File: src/rtl/fetch_pc_unit.sv
// Instruction-fetch stage: owns the PC, issues one imem request at a time and
// hands each fetched word to decode over valid/ready, restarting on redirects.
module fetch_pc_unit #(
    parameter int unsigned     XLEN     = 32,
    parameter logic [XLEN-1:0] RESET_PC = '0
) (
    input  logic            clk,
    input  logic            rst,
    output logic            imem_req_valid,
    input  logic            imem_req_ready,
    output logic [XLEN-1:0] imem_req_addr,
    input  logic            imem_resp_valid,
    input  logic [XLEN-1:0] imem_resp_data,
    input  logic            redirect_valid,
    input  logic [XLEN-1:0] redirect_pc,
    output logic            if_valid,
    input  logic            if_ready,
    output logic [XLEN-1:0] if_instr,
    output logic [XLEN-1:0] if_pc
);

    localparam logic [1:0] S_REQ  = 2'd0;
    localparam logic [1:0] S_WAIT = 2'd1;
    localparam logic [1:0] S_HOLD = 2'd2;

    logic [1:0]      state, state_nxt;
    logic [XLEN-1:0] pc, pc_nxt;
    logic            drop, drop_nxt;
    logic [XLEN-1:0] if_instr_nxt, if_pc_nxt;
    logic [XLEN-1:0] redirect_tgt;
    logic            unused_redirect_lsb;

    assign redirect_tgt        = {redirect_pc[XLEN-1:2], 2'b00};
    assign unused_redirect_lsb = &{1'b0, redirect_pc[1:0]};

    // Outputs decode registered state only; no input reaches an output combinationally.
    assign imem_req_valid = (state == S_REQ);
    assign imem_req_addr  = pc;
    assign if_valid       = (state == S_HOLD);

    // State register with synchronous reset.
    always_ff @(posedge clk) begin
        if (rst) begin
            state    <= S_REQ;
            pc       <= RESET_PC;
            drop     <= 1'b0;
            if_instr <= '0;
            if_pc    <= '0;
        end else begin
            state    <= state_nxt;
            pc       <= pc_nxt;
            drop     <= drop_nxt;
            if_instr <= if_instr_nxt;
            if_pc    <= if_pc_nxt;
        end
    end

    // Next-state logic; a redirect overrides the PC update in every state.
    always_comb begin
        state_nxt    = state;
        pc_nxt       = pc;
        drop_nxt     = drop;
        if_instr_nxt = if_instr;
        if_pc_nxt    = if_pc;

        case (state)
            S_REQ: begin
                if (imem_req_ready) begin
                    state_nxt = S_WAIT;
                    pc_nxt    = pc + XLEN'(4);
                    if (redirect_valid) begin
                        drop_nxt = 1'b1;
                    end
                end
            end
            S_WAIT: begin
                if (imem_resp_valid) begin
                    drop_nxt = 1'b0;
                    if (drop || redirect_valid) begin
                        state_nxt = S_REQ;
                    end else begin
                        state_nxt    = S_HOLD;
                        if_instr_nxt = imem_resp_data;
                        // pc already advanced past the outstanding request
                        if_pc_nxt    = pc - XLEN'(4);
                    end
                end else if (redirect_valid) begin
                    drop_nxt = 1'b1;
                end
            end
            S_HOLD: begin
                if (if_ready || redirect_valid) begin
                    state_nxt = S_REQ;
                end
            end
            default: begin
                state_nxt = S_REQ;
            end
        endcase

        if (redirect_valid) begin
            pc_nxt = redirect_tgt;
        end
    end

endmodule

File: config.mk
export PLATFORM = sky130hd
export DESIGN_NAME = fetch_pc_unit
export DESIGN_NICKNAME = d
export VERILOG_FILES = /design/src/rtl/fetch_pc_unit.sv
export SDC_FILE = /design/constraint.sdc
export NUM_CORES = 1
export LEC_CHECK = 0
export CAP_MARGIN = 5
export CORE_MARGIN = 3
export CORE_UTILIZATION = 48
export CTS_CLUSTER_DIAMETER = 150
export CTS_CLUSTER_SIZE = 20
export DETAILED_ROUTE_END_ITERATION = 7
export GPL_TIMING_DRIVEN = 0
export HOLD_SLACK_MARGIN = 0.08
export PLACE_DENSITY = 0.87
export SLEW_MARGIN = 30
export SYNTH_ARGS = -nofsm -noshare
export SYNTH_HDL_FRONTEND = slang
export SYNTH_SLANG_ARGS = --single-unit
File: constraint.sdc
create_clock -name clk -period 6.3 [get_ports clk]
set_input_delay 0.945 -clock clk [delete_from_list [all_inputs] [get_ports clk]]
set_output_delay 0.945 -clock clk [all_outputs]
set_load 0.005 [all_outputs]
==> impl_summary.txt, run 1 <==
----------------------------------------------------
[CTS]
  CTS tree ... built
  Clock-pin slew reported for the worst setup and hold paths after clock tree synthesis ... 90 ps
  Clock root cell ... sky130_fd_sc_hd__clkbuf_8
  Number of buffers on the longest clock path ... 2
  Resized cells post-CTS ... 0
  H-tree level count ... 3
  Number of buffers inserted by hold repair at cts ... 0
  Number of buffers created by CTS ... 9
  Postcts setup bufs ... 0
  Count of clock tree sinks ... 95
  Clock latency at the later pin of the worst-skew pair ... 360 ps

[Worst hold path]
  Worst min-delay path category ... register to register
  Worst hold path stage count ... 2
  Hold path startpoint ... if_instr[27]$_SDFFE_PP0P_
  Endpoint of the worst hold path ... if_instr[27]$_SDFFE_PP0P_

[Cells and area]
  Area occupied by multi-input gates ... 2360 um2
  Layout Area Growth over Synthesis ... 43.1%
  NumNets Final ... 797
  Antenna diode instance count ... 0
  Post-layout instance area ... 6470 um2
  Fin cells ... 838
  Final standard cell utilization of the core ... 72.4%
  Fraction of final layout cells sized beyond drive strength 1 ... 6.03%
  Filler Cell Count ... 690
  Sequential standard cell area ... 1900 um2

[Detailed routing]
  Drt via density ... 5.58
  DRC viols ... 0
  Count of TritonRoute iterations in the first routing pass ... 5
  Met3 wirelength from detailed routing ... 1090 um
  Vias post-DR ... 4675
  Uppermost metal layer occupied by signal nets ... met4
  Violation count after the first detailed-routing iteration ... 213
  Wire length the detailed router placed on met1 ... 5940 um
  Routed WL per cell ... 16.8 um
  Met2 layer wire length in the routed design ... 6810 um
  Aggregate routed wire length ... 14100 um
  Final antenna-violating net count ... 0

[Synth]
  Post-synthesis sequential area ratio ... 42.1%
  Top-area cell type share of the netlist area ... 42.1%
  Leading post-synthesis cells by instance count ... sky130_fd_sc_hd__dfxtp_1 (95), sky130_fd_sc_hd__nand2_1 (85), sky130_fd_sc_hd__nor2_1 (70)
  Netlist cell types ... 46
  Register bit count reported by yosys ... 95
  Top FF cell, synth ... sky130_fd_sc_hd__dfxtp_1
  Cell with the most instances after synthesis ... sky130_fd_sc_hd__dfxtp_1
  Dominant cell type by area after synthesis ... sky130_fd_sc_hd__dfxtp_1
  Synthesized area divided by synthesized cell count ... 8.20 um2
  Area fraction in and, or, nand and nor cells after synthesis ... 26.6%
  Mux contribution to synthesized area ... 0.443%
  Largest family of logic cells by synthesized area ... simple AND/OR/NAND/NOR gates
  Parity-gate share of the synthesized area counting xor and xnor cells ... 9.69%
  Top cells by area, synth ... sky130_fd_sc_hd__dfxtp_1 (42%), sky130_fd_sc_hd__a211oi_1 (7.6%), sky130_fd_sc_hd__nand2_1 (7.1%), sky130_fd_sc_hd__xnor2_1 (6.0%), sky130_fd_sc_hd__nor2_1 (5.8%)
  Cells after synthesis ... 551
  Area fraction in compound gates after synthesis ... 14.7%
  Mapped Area ... 4520 um2
  Share of synthesized flip-flops with an asynchronous set or reset ... 0%
  Adder and majority gate portion of the synthesized area ... 0.554%
  Total of warnings raised by yosys ... 0
  Number of enable-type register cells in the synthesized netlist ... 0

[STA]
  Min cycle time layout ... 2730 ps
  Setup total negative slack ... 0 ps
  Slew margin rel. ... 54.7%
  Final worst-path cycle share ... 43.3%
  Actual transition at the worst max-transition pin ... 675 ps
  Final number of hold-violating endpoints ... 0
  Count of final max-slew check failures ... 0
  Final worst clock skew ... 10.4 ps
  Setup-failing EPs final ... 0
  Maximum frequency from static timing analysis ... 367 MHz
  Unrepaired setup endpoints after global routing ... no

[Setup path]
  Critical path's slowest cell ... sky130_fd_sc_hd__clkdlybuf4s50_1
  Largest stage delay, worst path ... 510 ps
  Required @ worst endpoint ... 6560 ps
  Critical path start-end classification ... input port to register
  Worst path cell trace ... clkdlybuf4s50_1 -> nor3b_2 -> nand4_1 -> or3_1 -> a311oi_1
  Startpoint type of the worst setup path ... input port
  Instance count on the critical path ... 5
  End of the worst register-to-register path ... if_pc[31]$_SDFFE_PP0P_
  Crit path max fanout ... 9
  Kind of end point of the critical path ... register
  Critical R2R Launch ... imem_req_addr[6]$_SDFFE_PP0P_
  Number of cells on the worst reg-to-reg path ... 6
  Crit path buf inv count ... 1
  Arrival time reported for the critical path endpoint ... 2980 ps
  Cell family with the largest share of critical-path delay ... simple AND/OR/NAND/NOR gates
  Register-to-register setup slack ... 3940 ps

[Floorplan]
  Row Count ... 34
  Die extent in y ... 103 um
  Core box area ... 8930 um2
  Effective utilization at floorplan ... 50.6%
  Width of the chip ... 103 um
  Number of placed I/O pins ... 168
  Die area ... 10600 um2

[Global routing]
  Initial antenna violation count ... 0
  Largest net degree at the start of global routing ... 17
  Overall routing resource usage ... 26.5%
  First-pass GRT wire length ... 22200 um
  GRT Residual Overflow ... 0
  Vias in the first global route ... 4492

[Placement]
  Number of port buffers ... 160
  Area post-placement ... 6270 um2
  Routability cong. ... 0.842
  Post-DP HPWL ... 10900 um
  Cell Count Post-Placement ... 822

[Pwr]
  Maximum VDD drop ... 0.107 mV
  Power Dens Cells ... 202 nW/um2
  Overall power ... 0.00131 W
  Lkg Pwr ... 2.15 nW

[Run]
  Max-Cap Viols ... 0

[Run status]
  Status ... complete, no violations

----------------------------------------------------
-- per-layer routing --
metal | global-route usage [%] | vias up
met5 | 0 | -
met3 | 5.01 | 21
met2 | 44.8 | 227
met4 | 7.87 | 0
li1 | - | 2249
met1 | 34.3 | 2178
-- power by group --
group          internal (W)  total, W  switching (W)
combinational      0.000134  0.000253       0.000119
sequential         0.000626  0.000653      0.0000268
clock              0.000181  0.000401       0.000221
total              0.000940   0.00131       0.000367
-- cell type report --
cell class / count / area share, %
Buffer: 54 / 3.87
Timing Repair Buffer: 160 / 24.8
Sequential cell: 95 / 29.4
Clock buffer: 12 / 2.55
Inverter: 4 / 0.232
Clock inverter: 4 / 0.542
Multi-Input combinational cell: 401 / 36.5
Tap cell: 108 / 2.09
-- state kept, by name, indices dropped and copies added (netlist names) --
signal and count:
drop 1, if_instr 32, if_pc 30, imem_req_addr 30
state 2
-- how the worst max path moves through the flow --
stage / from / endpoint / slack [ps]
floorplan: imem_req_ready / imem_req_addr[11]$_SDFFE_PP0P_ / 4120
detailed placement: imem_req_ready / imem_req_addr[31]$_SDFFE_PP0P_ / 3240
global route: imem_req_ready / imem_req_addr[7]$_SDFFE_PP0P_ / 3420
CTS: imem_req_ready / imem_req_addr[31]$_SDFFE_PP0P_ / 3610
global placement: imem_req_ready / imem_req_addr[25]$_SDFFE_PP0P_ / 3320
finish: imem_req_ready / imem_req_addr[13]$_SDFFE_PP0P_ / 3570
-- cells by family (layout without fill, tap and decap cells) --
group	Yosys count	after routing
fa+ha+maj	2	2
compound gates	102	102
flops	95	95
other cells	1	4
simple gates	241	241
mux	2	2
buf+inv	58	234
xor+xnor	50	50
-- stage by stage --
stage | hold WS [ps] | setup slack [ps]
floorplan | 443 | 4120
global placement | 443 | 3320
detailed placement | 446 | 3240
CTS | 459 | 3610
global route | 484 | 3420
finish | 460 | 3570
-- worst register-to-register path: cells and delay by family, from the launching register on --
kind	cells	cell delay, ps
AND/OR/NAND/NOR	4	1470
AO/OA/AOI/OAI	1	260
flip-flops	1	320
buffers and inverters	1	210
-- cell usage in the layout, fill, tap and decap left out, types with 2 or more instances in the layout --
| master | count |
|---|---|
| sky130_fd_sc_hd__ha_1 | 2 |
| sky130_fd_sc_hd__xor2_1 | 19 |
| sky130_fd_sc_hd__clkdlybuf4s50_1 | 160 |
| sky130_fd_sc_hd__clkbuf_1 | 32 |
| sky130_fd_sc_hd__nand2_1 | 85 |
| sky130_fd_sc_hd__buf_4 | 8 |
| sky130_fd_sc_hd__inv_1 | 3 |
| sky130_fd_sc_hd__clkbuf_8 | 12 |
| sky130_fd_sc_hd__mux2i_1 | 2 |
| sky130_fd_sc_hd__nor3b_2 | 2 |
| sky130_fd_sc_hd__a311oi_1 | 6 |
| sky130_fd_sc_hd__dfxtp_1 | 95 |
| sky130_fd_sc_hd__and3_1 | 7 |
| sky130_fd_sc_hd__inv_6 | 2 |
| sky130_fd_sc_hd__or3_1 | 4 |
| sky130_fd_sc_hd__and4_1 | 4 |
| sky130_fd_sc_hd__clkinv_4 | 2 |
| sky130_fd_sc_hd__a211oi_1 | 46 |
| sky130_fd_sc_hd__nand4_1 | 15 |
| sky130_fd_sc_hd__nand2b_1 | 2 |
| sky130_fd_sc_hd__xnor2_1 | 31 |
| sky130_fd_sc_hd__nor4_1 | 9 |
| sky130_fd_sc_hd__nand3_1 | 13 |
| sky130_fd_sc_hd__buf_1 | 5 |
| sky130_fd_sc_hd__buf_2 | 8 |
| sky130_fd_sc_hd__nor2b_1 | 3 |
| sky130_fd_sc_hd__nor4_4 | 3 |
| sky130_fd_sc_hd__o21ai_0 | 4 |
| sky130_fd_sc_hd__nor3_1 | 13 |
| sky130_fd_sc_hd__nor2_1 | 70 |
| sky130_fd_sc_hd__a21oi_1 | 41 |
| sky130_fd_sc_hd__conb_1 | 4 |
Power figures use the tool's default switching activity.
==> run 2, diff against run 1 <==
- CORE_UTILIZATION: 48 -> 45
- PLACE_DENSITY: 0.87 -> 0.82
- clock period: 6.3 -> 2.75 ns (I/O delays scaled with it)
==> run 2 against run 1 <==
  * First-iteration DRC count up 0.94%
  * Wire length down 0.86%
  * Hold slack worse by 10 ps
  * Clock power up 140%
  * Clock-buffer cell count down 2
  * Critical path type is now register to register
  * Critical endpoint is now if_pc[21]$_SDFFE_PP0P_
  * Highest routed layer unchanged
==> impl_summary.txt, run 2 (synthesis results as in run 1) <==
----------------------------------------------------
[Run status]
  Status ... complete, no violations

[Cells and area]
  NumNets Final ... 797
  Commonest non-fill, non-tap cell in the layout ... sky130_fd_sc_hd__clkdlybuf4s50_1
  Antenna diode instance count ... 0
  Post-layout instance area ... 6500 um2
  Highest-count cells in the layout ignoring fill and taps ... sky130_fd_sc_hd__clkdlybuf4s50_1 (160), sky130_fd_sc_hd__dfxtp_1 (95), sky130_fd_sc_hd__nand2_1 (85)
  Most flops, register ... if_instr
  Layout Area Growth over Synthesis ... 43.8%
  Number of flip-flops in the largest register ... 32
  Filler Cell Count ... 790
  Fraction of final layout cells sized beyond drive strength 1 ... 6.03%

[Setup path]
  Startpoint type of the worst setup path ... register
  Worst path cell trace ... clkbuf_1 -> nor4_1 -> nand2_1 -> buf_2 -> nor4_1 -> xnor2_1 -> a211oi_1
  Critical path's slowest cell ... sky130_fd_sc_hd__nor4_1
  Crit path max fanout ... 10
  Kind of end point of the critical path ... register
  Cell family with the largest share of critical-path delay ... simple AND/OR/NAND/NOR gates
  Crit path buf inv count ... 2
  Arrival time reported for the critical path endpoint ... 2640 ps
  Critical path start-end classification ... register to register
  Required @ worst endpoint ... 3030 ps
  Largest stage delay, worst path ... 600 ps
  Most common cell type on the critical path ... sky130_fd_sc_hd__nor4_1

[Placement]
  Routability cong. ... 0.879
  Area post-placement ... 6290 um2
  Worst slack at placement ... 258 ps
  Post-DP HPWL ... 11000 um
  Number of port buffers ... 160

[Floorplan]
  Row Count ... 35
  Die area ... 11300 um2
  Die extent in y ... 106 um
  Core box area ... 9500 um2
  Number of placed I/O pins ... 168
  Width of the chip ... 106 um
  Effective utilization at floorplan ... 47.5%

[Global routing]
  First-pass GRT wire length ... 22600 um
  Overall routing resource usage ... 24.7%
  Initial antenna violation count ... 0
  Largest net degree at the start of global routing ... 17
  Vias in the first global route ... 4617
  GRT Residual Overflow ... 0

[STA]
  Final worst clock skew ... 11.5 ps
  Actual transition at the worst max-transition pin ... 617 ps
  Count of final max-slew check failures ... 0
  Final number of hold-violating endpoints ... 0
  Maximum frequency from static timing analysis ... 423 MHz
  Setup total negative slack ... 0 ps
  Unrepaired setup endpoints after global routing ... no
  Final worst-path setup slack ... 384 ps
  Final worst-path cycle share ... 86.0%
  Slew margin rel. ... 58.5%
  Min cycle time layout ... 2370 ps
  Setup-failing EPs final ... 0

[Detailed routing]
  Vias post-DR ... 4622
  Final antenna-violating net count ... 0
  Count of TritonRoute iterations in the first routing pass ... 5
  Aggregate routed wire length ... 14000 um
  DRC viols ... 0
  Routed WL per cell ... 16.3 um
  Violation count after the first detailed-routing iteration ... 215
  Drt via density ... 5.38

[Run]
  Max-Cap Viols ... 0

[CTS]
  Count of clock tree sinks ... 95
  Clock root cell ... sky130_fd_sc_hd__clkbuf_8
  Clock latency at the later pin of the worst-skew pair ... 360 ps
  Resized cells post-CTS ... 0
  Clock-pin slew reported for the worst setup and hold paths after clock tree synthesis ... 90 ps
  Number of buffers on the longest clock path ... 2
  CTS tree ... built
  Postcts setup bufs ... 0
  H-tree level count ... 3
  Number of buffers created by CTS ... 9
  Number of buffers inserted by hold repair at cts ... 0

[Pwr]
  Maximum VDD drop ... 0.300 mV
  Power Dens Cells ... 465 nW/um2
  Lkg Pwr ... 2.16 nW

[Worst hold path]
  Worst min-delay path category ... input port to register

----------------------------------------------------
[run 2: cell types whose count changed in the layout (fill, tap and decap cells not counted), sizes merged]
cell and delta:
clkbuf -2, inv +1, bufinv +1
[run 2: metrics by stage]
| step | util (%) | power [W] | hold WS [ps] | std cells |
|---|---|---|---|---|
| final | 68.4 | 0.00302 | 450 | 859 |
| after global routing | 68.4 | 0.00316 | 465 | 859 |
| after CTS | 68.4 | 0.00303 | 441 | 859 |
| after detailed placement | 66.2 | 0.00210 | 446 | 843 |
| after global placement | 66.2 | 0.00208 | 441 | 843 |
| after floorplan | - | 0.00180 | 443 | 554 |
[run 2: where the power goes]
part	leakage, nW	switching, W	internal (W)	total (W)
Sequential	0.776	0.0000621	0.00143	0.00150
Clock	0.107	0.000492	0.000452	0.000945
Combinational	1.28	0.000274	0.000306	0.000581
[run 2: per-layer routing]
layer  vias to the layer above  routed length, um  GRT usage (%)
met5                         -                  0              0
met4                         0                483           10.5
met3                        38                759           3.64
li1                       2256                  -              -
met2                       177               6730           41.4
met1                      2151               6020           31.6
[run 2: area by class of cell]
cell class	instances	area (um2)	share of cell area, %
Sequential cell	95	1900	29.3
Timing Repair Buffer	160	1600	24.7
Clock inverter	6	66.3	1.02
Buffer	54	250	3.85
Tap cell	129	161	2.48
Multi-Input combinational cell	401	2360	36.4
Clock buffer	10	138	2.12
Inverter	4	15.0	0.231
[run 2: path summary, 6_finish.rpt]
kind / startpoint / end / slack [ps] / cells after the start
max: imem_req_addr[4]$_SDFFE_PP0P_ / if_pc[21]$_SDFFE_PP0P_ / 380 / 7
min reg2reg: if_instr[17]$_SDFFE_PP0P_ / if_instr[17]$_SDFFE_PP0P_ / 460 / 2
min: rst / if_pc[8]$_SDFFE_PP0P_ / 450 / 3
max reg2reg: imem_req_addr[4]$_SDFFE_PP0P_ / if_pc[21]$_SDFFE_PP0P_ / 380 / 7
[run 2: worst reg2reg max path, stage by stage (launching register included)]
cell and delay (ps):
sky130_fd_sc_hd__dfxtp_1 330, sky130_fd_sc_hd__clkbuf_1 260, sky130_fd_sc_hd__nor4_1 600, sky130_fd_sc_hd__nand2_1 160, sky130_fd_sc_hd__buf_2 230, sky130_fd_sc_hd__nor4_1 340, sky130_fd_sc_hd__xnor2_1 140, sky130_fd_sc_hd__a211oi_1 230
